**config.mk**
```make
export PLATFORM = sky130hd
export DESIGN_NAME = matrix_result_streamer
export DESIGN_NICKNAME = d
export VERILOG_FILES = /design/src/rtl/matrix_result_streamer.sv
export SDC_FILE = /design/constraint.sdc
export NUM_CORES = 1
export LEC_CHECK = 0
export ABC_AREA = 0
export ABC_CLOCK_PERIOD_IN_PS = 11300
export CAP_MARGIN = 20
export CORE_ASPECT_RATIO = 1.5
export CORE_MARGIN = 5
export CORE_UTILIZATION = 48
export CTS_BUF_LIST = sky130_fd_sc_hd__clkbuf_16
export DETAILED_ROUTE_END_ITERATION = 7
export PLACE_DENSITY = 0.72
export SETUP_SLACK_MARGIN = 0.15
export SYNTH_ARGS = -nofsm -noshare
export SYNTH_HDL_FRONTEND = slang
export SYNTH_SLANG_ARGS = --single-unit
```
**constraint.sdc**
```tcl
create_clock -name clk -period 11.3 [get_ports clk]
set_input_delay 1.695 -clock clk [delete_from_list [all_inputs] [get_ports clk]]
set_output_delay 1.695 -clock clk [all_outputs]
set_load 0.01 [all_outputs]
```
**src/rtl/matrix_result_streamer.sv**
```systemverilog
// Captures a matrix result from the calculator on its done/error pulse and
// streams the valid elements in row-major order with row/column tags.
module matrix_result_streamer #(
    parameter int ELEM_W    = 16,
    parameter int MAX_ELEMS = 25
) (
    input  logic                          clk,
    input  logic                          rst_n,
    input  logic                          res_valid,
    input  logic                          res_error,
    input  logic [ELEM_W*MAX_ELEMS-1:0]   result_data,
    input  logic [5:0]                    result_dim,
    output logic                          out_valid,
    input  logic                          out_ready,
    output logic [ELEM_W-1:0]             out_data,
    output logic [2:0]                    out_row,
    output logic [2:0]                    out_col,
    output logic                          out_last_col,
    output logic                          out_last,
    output logic                          busy,
    output logic                          err_pulse,
    output logic                          overrun
);

    localparam logic [0:0] ST_IDLE   = 1'b0;
    localparam logic [0:0] ST_STREAM = 1'b1;

    logic [0:0]                          state;
    logic [MAX_ELEMS-1:0][ELEM_W-1:0]    cap_data;
    logic [2:0]                          cap_rows;
    logic [2:0]                          cap_cols;

    logic [2:0] dim_rows;
    logic [2:0] dim_cols;
    logic [5:0] dim_area;
    logic       dim_bad;

    logic [2:0] next_row;
    logic [2:0] next_col;
    logic [4:0] next_idx;

    // Dimension legality of the incoming result.
    assign dim_rows = result_dim[5:3];
    assign dim_cols = result_dim[2:0];
    assign dim_area = {3'b000, dim_rows} * {3'b000, dim_cols};
    assign dim_bad  = (dim_rows == 3'd0) || (dim_cols == 3'd0) ||
                      (dim_rows > 3'd5)  || (dim_cols > 3'd5)  ||
                      (dim_area > 6'(MAX_ELEMS));

    // Position of the element presented after the current one is accepted.
    // NOTE: every output of this block gets a default first, so a path that
    // skips an assignment cannot infer a latch.
    always_comb begin
        next_row = out_row;
        next_col = out_col + 3'd1;
        if (out_last_col) begin
            next_row = out_row + 3'd1;
            next_col = 3'd0;
        end
        next_idx = {2'b00, next_row} * {2'b00, cap_cols} + {2'b00, next_col};
    end

    // NOTE: state is updated with non-blocking assignments only, so every
    // register samples pre-edge values regardless of statement order.
    always_ff @(posedge clk or negedge rst_n) begin
        if (!rst_n) begin
            state        <= ST_IDLE;
            // NOTE: the capture buffer is flop-based and explicitly cleared so
            // no stale result survives a reset.
            cap_data     <= '0;
            cap_rows     <= 3'd0;
            cap_cols     <= 3'd0;
            out_valid    <= 1'b0;
            out_data     <= '0;
            out_row      <= 3'd0;
            out_col      <= 3'd0;
            out_last_col <= 1'b0;
            out_last     <= 1'b0;
            busy         <= 1'b0;
            err_pulse    <= 1'b0;
            overrun      <= 1'b0;
        end else begin
            err_pulse <= 1'b0;
            case (state)
                ST_IDLE: begin
                    if (res_valid) begin
                        if (res_error || dim_bad) begin
                            err_pulse <= 1'b1;
                        end else begin
                            cap_data     <= result_data;
                            cap_rows     <= dim_rows;
                            cap_cols     <= dim_cols;
                            overrun      <= 1'b0;
                            state        <= ST_STREAM;
                            busy         <= 1'b1;
                            out_valid    <= 1'b1;
                            out_data     <= result_data[ELEM_W-1:0];
                            out_row      <= 3'd0;
                            out_col      <= 3'd0;
                            out_last_col <= (dim_cols == 3'd1);
                            out_last     <= (dim_rows == 3'd1) && (dim_cols == 3'd1);
                        end
                    end
                end
                ST_STREAM: begin
                    // A result landing mid-stream (even on the final beat) is lost.
                    if (res_valid) begin
                        overrun <= 1'b1;
                    end
                    if (out_ready) begin
                        if (out_last) begin
                            state        <= ST_IDLE;
                            busy         <= 1'b0;
                            out_valid    <= 1'b0;
                            out_data     <= '0;
                            out_row      <= 3'd0;
                            out_col      <= 3'd0;
                            out_last_col <= 1'b0;
                            out_last     <= 1'b0;
                        end else begin
                            out_data     <= cap_data[next_idx];
                            out_row      <= next_row;
                            out_col      <= next_col;
                            out_last_col <= (next_col == cap_cols - 3'd1);
                            out_last     <= (next_row == cap_rows - 3'd1) &&
                                            (next_col == cap_cols - 3'd1);
                        end
                    end
                end
                default: begin
                    state <= ST_IDLE;
                end
            endcase
        end
    end

endmodule
```
==> results of run 1 <==
cells in the final DEF (no fill, tap or decap), drive strengths merged, types with 16 or more instances in the layout:
| cell type | synthesis | layout |
|---|---|---|
| nand2 | 1225 | 1225 |
| clkdlybuf4s50 | 0 | 437 |
| dfrtp | 434 | 434 |
| nand3 | 82 | 82 |
| mux4 | 65 | 65 |
| mux2 | 61 | 61 |
| clkbuf | 49 | 46 |
| o22ai | 45 | 45 |
| o21ai | 23 | 23 |
| a21oi | 21 | 21 |
| buf | 105 | 21 |
| mux2i | 19 | 19 |
| o31ai | 19 | 19 |
| diode | 0 | 17 |
| inv | 10 | 17 |
| ha | 17 | 17 |
| clkinv | 1 | 16 |
worst max path at each step:
stage,end,slack [ps],cells after the start
global placement,cap_data[372]$_DFFE_PN0P_,4490,12
finish,cap_data[220]$_DFFE_PN0P_,4720,12
floorplan,out_data[0]$_DFFE_PN0P_,6900,11
detailed placement,cap_data[236]$_DFFE_PN0P_,4270,12
CTS,cap_data[268]$_DFFE_PN0P_,4820,12
global route,cap_data[236]$_DFFE_PN0P_,4430,12
cell type report:
cell class / instances / area (um^2) / area share
Sequential cell: 434 / 10900 / 0.403
Antenna cell: 17 / 42.5 / 0.00158
Inverter: 11 / 41.3 / 0.00153
Clock buffer: 46 / 1150 / 0.0427
Multi-Input combinational cell: 1692 / 9230 / 0.343
Timing Repair Buffer: 458 / 4630 / 0.172
Tap cell: 570 / 713 / 0.0265
Clock inverter: 30 / 280 / 0.0104
stage by stage:
| step | instances | setup slack [ps] | total power [mW] |
|---|---|---|---|
| after floorplan | 2291 | 6900 | 5.40 |
| after global placement | 3161 | 4490 | 6.91 |
| after detailed placement | 3163 | 4270 | 7.03 |
| after CTS | 3239 | 4820 | 8.53 |
| after global routing | 3256 | 4430 | 8.98 |
| final | 3258 | 4720 | 8.51 |
layer usage:
layer	vias up	GRT usage	part of all wire
met5	-	0	0.00019
met1	8477	0.313	0.36
met4	2	0.171	0.065
li1	8182	-	-
met2	682	0.481	0.52
met3	187	0.0480	0.061
power by group through the flow:
| stage | combinational [mW] | sequential [mW] | clock, mW |
|---|---|---|---|
| 4_1_cts | 4.27 | 2.78 | 1.49 |
| 2_1_floorplan | 2.75 | 2.66 | 0 |
| 3_3_place_gp | 4.17 | 2.74 | 0 |
| 5_1_grt | 4.55 | 2.88 | 1.55 |
| 6_report | 4.26 | 2.78 | 1.47 |
| 3_5_place_dp | 4.24 | 2.79 | 0 |
logic make-up after synthesis:
group	Yosys count	share of synthesized area
buf+inv	165	0.0362
flops	434	0.523
compound gates	142	0.0472
xor+xnor	16	0.00741
mux	145	0.113
simple gates	1367	0.258
fa+ha+maj	22	0.0151
state kept, by name, indices dropped and copies added (netlist names), 3 cells and up:
signal / count
out_col: 3
cap_rows: 3
out_data: 16
cap_data: 400
out_row: 3
cap_cols: 3
worst max-delay path: stages:
cell and delay (ps):
clkdlybuf4s50_1 600, and2_1 200, fa_1 430, ha_1 230, fa_1 540, o21a_1 150
a211oi_1 150, nand3_4 700, buf_4 960, buf_4 930, nand2_1 160, nand2_1 130
cell usage after synthesis, drive strengths merged, types with 7 or more instances:
library cell,instances
mux2i,19
and2,13
nand4,15
clkbuf,49
nand3,82
xor2,7
a21oi,21
mux2,61
nand2b,8
inv,10
buf,105
nand2,1225
o41a,15
o22ai,45
dfrtp,434
nor2,10
mux4,65
ha,17
o21ai,23
xnor2,8
o31ai,19
==> reports/metrics.yaml, run 1 <==
port_buffers: 438
final_area_um2: 27000
setup_viol: 0
grt_pass1_vias: 18212
holdCritStartpoint: "cap_data[188]$_DFFE_PN0P_"
fin_skew_ps: 11.9
synth.largest_area_cell: "dfrtp_1"
clkPwrFrac: 0.173
yosysSeqAreaShare: 0.523
startpoint_type: "input port"
grt_use_total: 0.275
fp.dieW_um: 180
r2r_slack_ps: 5380
initial_core_util: 0.484
grt_pass1_wl_um: 103000
cts_resized: 0
synth_enable_flop_cells: 0
r2r-start: "out_last_col$_DFFE_PN0P_"
startpoint: "result_dim[1]"
die_h_um: 265
hold_viol_final: 0
fillCellCount: 3568
drt_iter0_markers: 1255
area_growth_pct: 29.8
cts_setup_buffers: 0
avgSynthCellArea_um2: 9.07
synth_flop_cell: "dfrtp_1"
routedWlPerCell_um: 20.7
dp_hpwl_um: 48600
status: "finished, final reports clean"
ir_worst_vdd_uv: 220
end_kind: "register"
rsz0062_at_grt: "false"
worst_pin_slew_ps: 1110
wirelength_um: 67500
drc: 0
io_pins: 439
cts_made_buffers: 44
period_share: 0.582
cp.required_ps: 11790
whs_path_depth: 2
synth_fp_nets: 2724
syn_area_um2: 20800
holdCritPathClass: "register to register"
cts_max_level: 2
clock_path_buffers: 3
final_util: 0.628
p_comb_frac: 0.500
grt_start_max_net_pins: 203
tns_ps: 0
syn_inst: 2291
cts_tree: "built"
r2r-end: "out_data[7]$_DFFE_PN0P_"
hold-path-endpoint: "cap_data[188]$_DFFE_PN0P_"
ant_nets: 0
nets: 3074
ys_warn_count: 0
hold_buffers: 0
slew_headroom: 0.259
path_class: "input port to register"
core_um2: 42900
via_per_inst: 5.38
clkLatencyLatePin_ps: 560
cts_root_buffer: "clkbuf_16"
maxCapViolations: 0
p_switching_mw: 3.49
switching_share: 0.411
place_area_um2: 25400
yosys-top-cells-area: "dfrtp_1 (52%), nand2_1 (22%), mux4_2 (7.0%), mux2_2 (3.3%), buf_2 (2.3%)"
min_period_ps: 6580
fmax_mhz: 152
grt_overflow: 0
via_count: 17530
synthArstFlopShare: 1.00
power_density_nw_per_um2: 316
yosys_register_bits: 434
drt-pass1-iter-count: 5
layout-drive-gt1-share: 0.0831
finalMaxSlewViolations: 0
place_congestion: 0.908
intPower_mw: 5.02
cp_data_arrival_time_ps: 7060
r2r_cells: 13
numClockSinks: 434
critPathMaxFanout: 106
hold-worst-slack_ps: 466
path_clk_slew_ps: 60
die_area_um2: 47600
antenna_found_initial: 18
synth_cell_types: 43
synth_top_cell_area_share: 0.523
p_leak_nw: 12.9
num_rows: 93
seqPwrFrac: 0.327
Note: power is estimated with default switching activity, not from simulation.
==> inputs of run 2 (changes only) <==
--- a/config.mk
+++ b/config.mk
@@ -6,14 +6,14 @@
 export NUM_CORES = 1
 export LEC_CHECK = 0
 export ABC_AREA = 0
-export ABC_CLOCK_PERIOD_IN_PS = 11300
+export ABC_CLOCK_PERIOD_IN_PS = 5860
 export CAP_MARGIN = 20
 export CORE_ASPECT_RATIO = 1.5
 export CORE_MARGIN = 5
-export CORE_UTILIZATION = 48
+export CORE_UTILIZATION = 47
 export CTS_BUF_LIST = sky130_fd_sc_hd__clkbuf_16
 export DETAILED_ROUTE_END_ITERATION = 7
-export PLACE_DENSITY = 0.72
+export PLACE_DENSITY = 0.73
 export SETUP_SLACK_MARGIN = 0.15
 export SYNTH_ARGS = -nofsm -noshare
 export SYNTH_HDL_FRONTEND = slang
==> constraint.sdc (replaced) <==
create_clock -name clk -period 5.86 [get_ports clk]
set_input_delay 0.879 -clock clk [delete_from_list [all_inputs] [get_ports clk]]
set_output_delay 0.879 -clock clk [all_outputs]
set_load 0.01 [all_outputs]
==> reports/metrics.yaml, run 2 (synthesized netlist as in run 1, its figures left out) <==
critPathMaxFanout: 48
initial_core_util: 0.473
multiInputGateArea_um2: 9230
final_common_cell: "nand2_1"
min_period_ps: 5120
largest_register_ffs: 400
final_util: 0.616
path_cells: "nand2_1 -> xor2_1 -> nand2b_1 -> fa_1 -> fa_1 -> inv_1 -> fa_4 -> buf_12 -> nor3_2 -> nand3_1 -> o31ai_1 -> mux2i_1 -> a21oi_1"
port_buffers: 438
via_count: 17857
setup_viol: 0
dp_hpwl_um: 51000
cp_common_cell: "fa_1"
drt-pass1-iter-count: 7
nets: 3079
finalMaxSlewViolations: 0
clock_path_buffers: 3
fp.dieW_um: 182
fmax_mhz: 195
startpoint_type: "register"
cts_max_level: 2
cts_resized: 0
cp_slowest_cell: "fa_4"
power_density_nw_per_um2: 608
largest_register: "cap_data"
status: "finished, final reports clean"
area_growth_pct: 30.2
io_pins: 439
wirelength_um: 69500
cts_tree: "built"
ant_nets: 0
register_area_um2: 10900
cp_data_arrival_time_ps: 5600
slew_headroom: 0.211
period_share: 0.873
hold-worst-slack_ps: 369
p_leak_nw: 13.0
grt_use_total: 0.278
r2r_slack_ps: 740
core_um2: 43900
layout_common_cells: "nand2_1 (1,225), clkdlybuf4s50_1 (437), dfrtp_1 (434)"
end_kind: "register"
grt_overflow: 0
grt_pass1_vias: 18154
cp.buffers_inverters: 2
ir_worst_vdd_uv: 432
grt_pass1_wl_um: 105000
worst_pin_slew_ps: 1150
routedWlPerCell_um: 21.3
tns_ps: 0
drc: 0
cts_made_buffers: 44
cp.required_ps: 6340
layout-drive-gt1-share: 0.0836
path_clk_slew_ps: 60
holdCritPathClass: "input port to asynchronous set/reset pin"
place_congestion: 0.938
die_area_um2: 48600
antenna_found_initial: 13
rsz0062_at_grt: "false"
fin_skew_ps: 23.9
cts_root_buffer: "clkbuf_16"
fillCellCount: 3648
max_stage_delay_ps: 890
finalWorstSetupSlack_ps: 742
largest_registers: "cap_data: 400 flops, out_data: 16 flops"
post-place-ws_ps: 774
die_h_um: 267
clkLatencyLatePin_ps: 560
hold_viol_final: 0
path_class: "register to register"
via_per_inst: 5.46
cp_top_family: "adder cells"
place_area_um2: 25600
hold_buffers: 0
numClockSinks: 434
final_area_um2: 27000
drt_iter0_markers: 1640
maxCapViolations: 0
cts_setup_buffers: 0
num_rows: 94
grt_start_max_net_pins: 199
## run 2: cell type report
| cell class | count | area share |
|---|---|---|
| Tap cell | 576 | 0.0267 |
| Multi-Input combinational cell | 1692 | 0.342 |
| Clock buffer | 45 | 0.0417 |
| Timing Repair Buffer | 463 | 0.175 |
| Antenna cell | 13 | 0.00120 |
| Sequential cell | 434 | 0.402 |
| Clock inverter | 34 | 0.0110 |
| Inverter | 11 | 0.00153 |
## run 2: path summary, 6_finish.rpt
kind,cells after the start,end,start
min,1,cap_data[109]$_DFFE_PN0P_,rst_n
max reg2reg,13,out_data[1]$_DFFE_PN0P_,out_last_col$_DFFE_PN0P_
max,13,out_data[1]$_DFFE_PN0P_,out_last_col$_DFFE_PN0P_
max in group asynchronous,2,cap_data[36]$_DFFE_PN0P_,rst_n
min in group clk,2,cap_data[102]$_DFFE_PN0P_,cap_data[102]$_DFFE_PN0P_
min reg2reg,2,cap_data[102]$_DFFE_PN0P_,cap_data[102]$_DFFE_PN0P_
## run 2: per-layer routing
layer / wire length, um / track usage
met2: 34900 / 0.471
met1: 25400 / 0.337
met4: 4610 / 0.162
met5: 20 / 0
met3: 4520 / 0.0454
## run 2: where the power goes
group	internal [mW]	switching [mW]
clock	1.62	1.21
sequential	4.51	0.932
combinational	3.55	4.64
total	9.67	6.78
## run 2: through the flow
| stage | power [mW] | instances |
|---|---|---|
| 2_1_floorplan | 10.4 | 2291 |
| 3_3_place_gp | 13.4 | 3175 |
| 3_5_place_dp | 13.6 | 3175 |
| 4_1_cts | 16.5 | 3254 |
| 5_1_grt | 17.3 | 3266 |
| 6_report | 16.5 | 3268 |
